[src/rtl/cpu_inta_sequencer_pkg.sv]
// Shared interrupt-acknowledge definitions: FSM states, vector width and
// default pulse timing for the CPU-side INTA sequencer.
package cpu_inta_sequencer_pkg;

    localparam int unsigned VEC_W                = 8;
    localparam int unsigned DEFAULT_PULSE_CYCLES = 2;
    localparam int unsigned DEFAULT_GAP_CYCLES   = 2;

    typedef enum logic [2:0] {
        IDLE,
        ACK1,
        GAP,
        ACK2,
        HOLD
    } inta_state_t;

    // Width of a down-counter that must hold max(a,b)-1, never below 1 bit
    function automatic int unsigned cnt_width(input int unsigned a, input int unsigned b);
        int unsigned m;
        m = (a > b) ? a : b;
        cnt_width = (m <= 1) ? 1 : $clog2(m);
    endfunction

endpackage

[src/rtl/inta_pulse_timer.sv]
// Loadable saturating down-counter that times INTA pulse and gap phases.
module inta_pulse_timer #(
    parameter int unsigned W = 1
) (
    input  logic         clk,
    input  logic         reset,
    input  logic         load,
    input  logic [W-1:0] load_value,
    output logic         expired
);

    logic [W-1:0] count;

    always_ff @(posedge clk) begin
        if (reset) begin
            count <= '0;
        end else if (load) begin
            count <= load_value;
        end else if (count != '0) begin
            count <= count - W'(1);
        end
    end

    assign expired = (count == '0);

endmodule

[src/rtl/cpu_inta_sequencer.sv]
// CPU-side interrupt-acknowledge sequencer: issues two INTA low pulses on an
// enabled INT request, captures the vector on the second, and hands it to the core.
module cpu_inta_sequencer
    import cpu_inta_sequencer_pkg::*;
#(
    parameter int unsigned PULSE_CYCLES = DEFAULT_PULSE_CYCLES,
    parameter int unsigned GAP_CYCLES   = DEFAULT_GAP_CYCLES
) (
    input  logic             clk,
    input  logic             reset,
    input  logic             INT,
    input  logic             int_enable,
    input  logic [VEC_W-1:0] data_bus,
    output logic             INTA,
    output logic [VEC_W-1:0] vector,
    output logic             vector_valid,
    input  logic             vector_ready,
    output logic             busy
);

    localparam int unsigned CNT_W = cnt_width(PULSE_CYCLES, GAP_CYCLES);

    inta_state_t      state;
    inta_state_t      state_next;
    logic             load;
    logic [CNT_W-1:0] load_value;
    logic             expired;
    logic             capture;

    inta_pulse_timer #(
        .W(CNT_W)
    ) u_timer (
        .clk       (clk),
        .reset     (reset),
        .load      (load),
        .load_value(load_value),
        .expired   (expired)
    );

    always_ff @(posedge clk) begin
        if (reset) begin
            state <= IDLE;
        end else begin
            state <= state_next;
        end
    end

    // Next state; INT and int_enable only matter in IDLE so a started sequence always completes
    always_comb begin
        state_next = state;
        capture    = 1'b0;
        load       = 1'b0;
        load_value = CNT_W'(PULSE_CYCLES - 1);
        case (state)
            IDLE: if (INT && int_enable) state_next = ACK1;
            ACK1: if (expired) state_next = GAP;
            GAP:  if (expired) state_next = ACK2;
            ACK2: begin
                if (expired) begin
                    state_next = HOLD;
                    capture    = 1'b1;
                end
            end
            HOLD: if (vector_ready) state_next = IDLE;
            default: state_next = IDLE;
        endcase
        if (state_next != state) begin
            load = (state_next == ACK1) || (state_next == GAP) || (state_next == ACK2);
            if (state_next == GAP) begin
                load_value = CNT_W'(GAP_CYCLES - 1);
            end
        end
    end

    // Outputs registered from the next state so they line up with the state register
    always_ff @(posedge clk) begin
        if (reset) begin
            INTA         <= 1'b1;
            vector_valid <= 1'b0;
            busy         <= 1'b0;
            vector       <= '0;
        end else begin
            INTA         <= !((state_next == ACK1) || (state_next == ACK2));
            vector_valid <= (state_next == HOLD);
            busy         <= (state_next != IDLE);
            if (capture) begin
                vector <= data_bus;
            end
        end
    end

endmodule

[config.mk]
export PLATFORM = sky130hd
export DESIGN_NAME = cpu_inta_sequencer
export DESIGN_NICKNAME = d
export VERILOG_FILES = /design/src/rtl/cpu_inta_sequencer_pkg.sv /design/src/rtl/inta_pulse_timer.sv /design/src/rtl/cpu_inta_sequencer.sv
export SDC_FILE = /design/constraint.sdc
export NUM_CORES = 1
export LEC_CHECK = 0
export ABC_AREA = 1
export ABC_CLOCK_PERIOD_IN_PS = 1100
export CAP_MARGIN = 20
export CORE_MARGIN = 3
export CORE_UTILIZATION = 30
export DETAILED_ROUTE_END_ITERATION = 10
export PLACE_DENSITY_LB_ADDON = 0.05
export SYNTH_ARGS = -nofsm -noshare
export SYNTH_HDL_FRONTEND = slang
export SYNTH_HIERARCHICAL = 1
export SYNTH_SLANG_ARGS = --single-unit
[constraint.sdc]
create_clock -name clk -period 1.1 [get_ports clk]
set_clock_uncertainty 0.15 [all_clocks]
set_input_delay 0.22 -clock clk [delete_from_list [all_inputs] [get_ports clk]]
set_output_delay 0.22 -clock clk [all_outputs]
set_load 0.05 [all_outputs]
# ---- Word-level counts from Yosys, hierarchy flattened
# Index checks and enable logic that the tools add are counted.
dict set report word_totals {
  ff_bits 15
  output_inout_bits 11
}
dict set report classes {
  addsub 1
  eq_ne 9
  mux 11
  n_reduce_logical 7
}
# op count
set ops {}
lappend ops {{two-way mux 3 bit} 5}
lappend ops {{one-hot mux 3 bit (5 select lines)} 1}
lappend ops {{equality test 3 x 2 -> 1 bit, second input constant} 4}
lappend ops {{equality test 3 x 1 -> 1 bit, second input constant} 2}
lappend ops {{equality test 3 bit, second input constant} 2}
lappend ops {{two-way mux 1 bit} 5}
lappend ops {{logical NOT 3 bit} 1}
lappend ops {{logical OR 1 bit} 3}
lappend ops {{inequality test 3 bit} 1}
lappend ops {{nonzero test 3 bit} 1}
lappend ops {{logical AND 1 bit} 1}
lappend ops {{logical NOT 1 bit} 1}
lappend ops {{subtractor 1 bit, second input constant} 1}

# ---- Longest topological paths before layout
dict set report depth {
  word_depth 8
  mapped_depth 10
  depth_no_buf 10
}

# ---- Cells and area by module
# Netlist, hierarchy kept.
# mod instances cells_per_inst area_per_inst_um2 seq_area_each_um2
set by_module_without_submodules {}
lappend by_module_without_submodules {cpu_inta_sequencer 1 73 550.5 280.3}
lappend by_module_without_submodules {inta_pulse_timer 1 4 33.8 20.0}

# ---- Worst setup path before layout
# No wires, ideal clock.
dict set report synth_path {
  kind {register to register}
  start {register state[1]}
  end {register u_timer.count}
  setup_ns 0.062
  t_arrival_ns 0.936
  required_time_ns 0.888
  path_slack_ns -0.047
  path_stages_with_launch 9
  n_path_buf 0
  synth_period_minus_slack_ns 1.147
  cell_sequence {dfxtp_1 nor2_1 nand2_2 nand3_2 nand2_2 inv_1 nor2_1 nand2_1 nor2_2}
}
dict set report synth_via {
  elab_chain_len 7
}
# element line
set synth_lines {}
lappend synth_lines {{from (decl)} cpu_inta_sequencer.sv:23} ;# inta_state_t state;
lappend synth_lines {{from (signal assigned)} cpu_inta_sequencer.sv:44} ;# state <= state_next;
lappend synth_lines {{equality test 3 bit, or another cell as far along} cpu_inta_sequencer.sv:54} ;# case (state)
lappend synth_lines {{one-hot mux 3 bit (5 select lines)} cpu_inta_sequencer.sv:54}
lappend synth_lines {{equality test 3 x 1 -> 1 bit / equality test 3 x 2 -> 1 bit (equally long branches)} -}
lappend synth_lines {{logical OR 1 bit (2 in a row)} cpu_inta_sequencer.sv:68} ;# load = (state_next == ACK1) || (state_next == GAP) || (state_next == ACK2);
lappend synth_lines {{two-way mux 1 bit (*)} cpu_inta_sequencer.sv:67} ;# if (state_next != state) begin
lappend synth_lines {{via load} cpu_inta_sequencer.sv:25} ;# logic load;
lappend synth_lines {{two-way mux 1 bit (*)} inta_pulse_timer.sv:17} ;# end else if (load) begin
lappend synth_lines {{to (signal assigned)} inta_pulse_timer.sv:18} ;# count <= load_value;
lappend synth_lines {{to (signal assigned)} inta_pulse_timer.sv:20} ;# count <= count - W'(1);
lappend synth_lines {{to (decl)} inta_pulse_timer.sv:12} ;# logic [W-1:0] count;
# The timed path passes the listed nets; every way through them passes the cells marked *.
# A chain may end at the register's enable or synchronous reset.

# ---- Worst setup path after layout
dict set report layout_path {
  start {register state[0]}
  end {register busy}
}
dict set report layout_via {
  elab_chain_len 3
}
# element line
set layout_lines {}
lappend layout_lines {{equality test 3 bit, or another cell as far along} cpu_inta_sequencer.sv:54}
lappend layout_lines {{one-hot mux 3 bit (5 select lines) (*)} cpu_inta_sequencer.sv:54}
lappend layout_lines {{nonzero test 3 bit (*)} cpu_inta_sequencer.sv:85} ;# busy <= (state_next != IDLE);
lappend layout_lines {{to (signal assigned)} cpu_inta_sequencer.sv:85}
lappend layout_lines {{to (decl)} cpu_inta_sequencer.sv:18} ;# output logic busy
# Mark *: on every way between the ends. The rest lies on a longest branch, timed or not.

==> impl_metrics.env <==
export IMPL_p_leak_nw=0.4778
export IMPL_setup_viol=24
export IMPL_critPathCaptureType="register"
export IMPL_crit_end="busy"
export IMPL_synth_area_sq_um=584.3
export IMPL_pwr_share_comb=0.396
export IMPL_vias_per_cell=4.015
export IMPL_std_cell_rows=15
export IMPL_placeableCoreArea_sq_um=1783
export IMPL_drt_iter0_drc=2
export IMPL_dp_cells=130
export IMPL_yosysMostFrequentCell="nor2_1"
export IMPL_switching_share=0.3411
export IMPL_clkSinkCount=15
export IMPL_grt_pass1_vias=499
export IMPL_ios=24
export IMPL_dieHeight_um=50.13
export IMPL_initial_core_util=0.3277
export IMPL_path_max_fanout=4
export IMPL_p_per_area_nw_per_um2=1480
export IMPL_cts_buffers=3
export IMPL_async_flop_share=0
export IMPL_antenna_found_initial=0
export IMPL_synth_edff_count=0
export IMPL_syn_nets=90
export IMPL_cts_clk_slew_worst_paths_ps=90
export IMPL_n_fill_cell=152
export IMPL_status="complete, but fails checks"
export IMPL_yosys_area_top_type="dfxtp_1"
export IMPL_synth_seq_cells=15
export IMPL_grt_overflow=0
export IMPL_crit_path_start_kind="register"
export IMPL_fmax_ghz=0.8388
export IMPL_crit_start="state[0]"
export IMPL_synth_avg_cell_area_sq_um=7.588
export IMPL_num_antenna_cells=0
export IMPL_pwr_share_clk=0.192
export IMPL_timing_final_crit_share=1.084
export IMPL_yosysTopAreaCellShare=0.5139
export IMPL_wl_per_cell_um=9.067
export IMPL_drt_wl_total_um=1224
export IMPL_ys_seq_area_frac=0.5139
export IMPL_rrSetupSlack_ps=-90
export IMPL_hold_viol_final=0
export IMPL_ys_warn_count=6
export IMPL_min_period_ps=1192
export IMPL_grt_pass1_wl_um=2139
export IMPL_port_buffers=23
export IMPL_layout_drive_gt1_share=0.4727
export IMPL_postLayoutCellArea_sq_um=1100
export IMPL_reg2reg_from="state[0]"
export IMPL_ys_types=14
export IMPL_failed_checks="setup timing"
export IMPL_yosys_top_cells_area="dfxtp_1, nor2_1, nand2_1"
export IMPL_switchingPower_uw=555.3
export IMPL_syn_inst=77
export IMPL_stdcell_count=135
export IMPL_critPathArrivalTime_ps=1230
export IMPL_clockRootBuffer="clkbuf_4"
export IMPL_setup_ws_ps=-92.15
export IMPL_report_final_slew_viol_count=0
export IMPL_min_path_cells=2
export IMPL_cts_tree="built"
export IMPL_synthTopCellsByCount="nor2_1, dfxtp_1, nand2_1"
export IMPL_dpl_cell_area_sq_um=1001
export IMPL_syn_to_final_growth_pct=88.22
export IMPL_insertion_delay_ps=290
export IMPL_first_pass_iters=3
export IMPL_p_seq_frac=0.411
export IMPL_fin_nets=124
export IMPL_cap_violations=0
export IMPL_fp_dieArea_sq_um=2513
export IMPL_track_usage=0.1113
export IMPL_internal_power_mw=1.073
export IMPL_place_hpwl_um=926.8
export IMPL_crit_required_ps=1140
export IMPL_worstSetupPathType="register to register"
export IMPL_route_vias_total=542
export IMPL_drc=0
export IMPL_pre_cts_ws_ps=-385.0
export IMPL_grt_start_max_net_pins=11
export IMPL_antenna_left=0
export IMPL_ys_flop_type="dfxtp_1"
export IMPL_min_path_type="register to register"
export IMPL_r2r_cells=7
export IMPL_p_total_mw=1.628
export IMPL_gp_congestion=0.6796
export IMPL_rsz0062_at_grt="true"
export IMPL_htree_num_levels=1
export IMPL_r2r_end="busy"
export IMPL_peakVddDrop_uv=1093
export IMPL_cts_hold_buf=0
export IMPL_clk_path_buf_depth=2
export IMPL_die_w_um=50.13
-- per-layer routing --
layer | wire length [um] | part of all wire | global-route usage
met1 | 505 | 0.41 | 0.1381
met3 | 89 | 0.073 | 0.04748
met5 | 0 | 0 | 0
met4 | 18 | 0.015 | 0.04147
met2 | 611 | 0.50 | 0.1696
-- critical path, cell delays in order (launching register included) --
cell     delay (ps)
dfxtp_4         380
nor2_1          130
nand2_2          80
nand3_4          90
nand2_2          60
buf_4           120
nand2_1          40
nand2_1          50
-- how the worst min path moves through the flow --
stage | endpoint | startpoint
global route | vector[6] | data_bus[6]
CTS | vector[7] | vector[7]
floorplan | state[1] | reset
finish | vector[7] | vector[7]
global placement | vector[2] | vector[2]
detailed placement | vector[7] | vector[7]
-- metrics by stage --
step,setup TNS (ps),utilization,hold WS (ps)
after floorplan,0,-,135.0
after global placement,-3085,0.5614,361.5
after detailed placement,-3272,0.5614,366.3
after CTS,-1368,0.6021,363.3
after global routing,-2624,0.6168,361.4
final,-1132,0.6168,360.9
-- registers in the layout, indices dropped and copies added, names as in the netlist --
signal,cells
vector_valid,1
u_timer/count,1
INTA,1
busy,1
vector,8
state,3
-- cell usage in the layout, fill, tap and decap left out, drive strengths merged --
master,Yosys,layout
nor2,23,23
buf,0,17
dfxtp,15,15
nand2,14,14
clkdlybuf4s50,0,12
inv,11,11
o21ai,8,8
clkbuf,0,3
nand3,3,3
clkinv,1,2
a31oi,1,1
conb,1,1
-- power groups by stage --
stage	clock [mW]	combinational (mW)	sequential, mW
2_1_floorplan	0	0.183	0.764
3_3_place_gp	0	0.569	0.661
3_5_place_dp	0	0.574	0.662
4_1_cts	0.330	0.613	0.668
5_1_grt	0.359	0.692	0.677
6_report	0.313	0.645	0.670
-- repair_timing --
action | in CTS | in global routing
setup endpoints to repair | 23 | 25
resized for setup | 21 | 6
gates cloned | 0 | 0
hold endpoints to repair | 0 | 0
buffers inserted | 1 | 0
pin swaps | 5 | 1
-- cells by family (layout without fill, tap and decap cells) --
group | after synthesis | after routing | synth area share
AO/OA/AOI/OAI | 9 | 9 | 0.07924
buffers and inverters | 12 | 45 | 0.08566
other | 1 | 1 | 0.006418
flip-flops | 15 | 15 | 0.5139
AND/OR/NAND/NOR | 40 | 40 | 0.3148
-- area by class of cell --
class / instances / area, sq um / share of cell area
clock buffers: 3 / 22.52 / 0.02048
clock inverters: 1 / 5.005 / 0.004551
inverters: 12 / 55.05 / 0.05006
multi-input cells: 50 / 276.5 / 0.2514
flip-flops and latches: 15 / 320.3 / 0.2912
well taps: 25 / 31.28 / 0.02844
repair buffers: 29 / 389.1 / 0.3538
(Power assumes the default switching activity.)
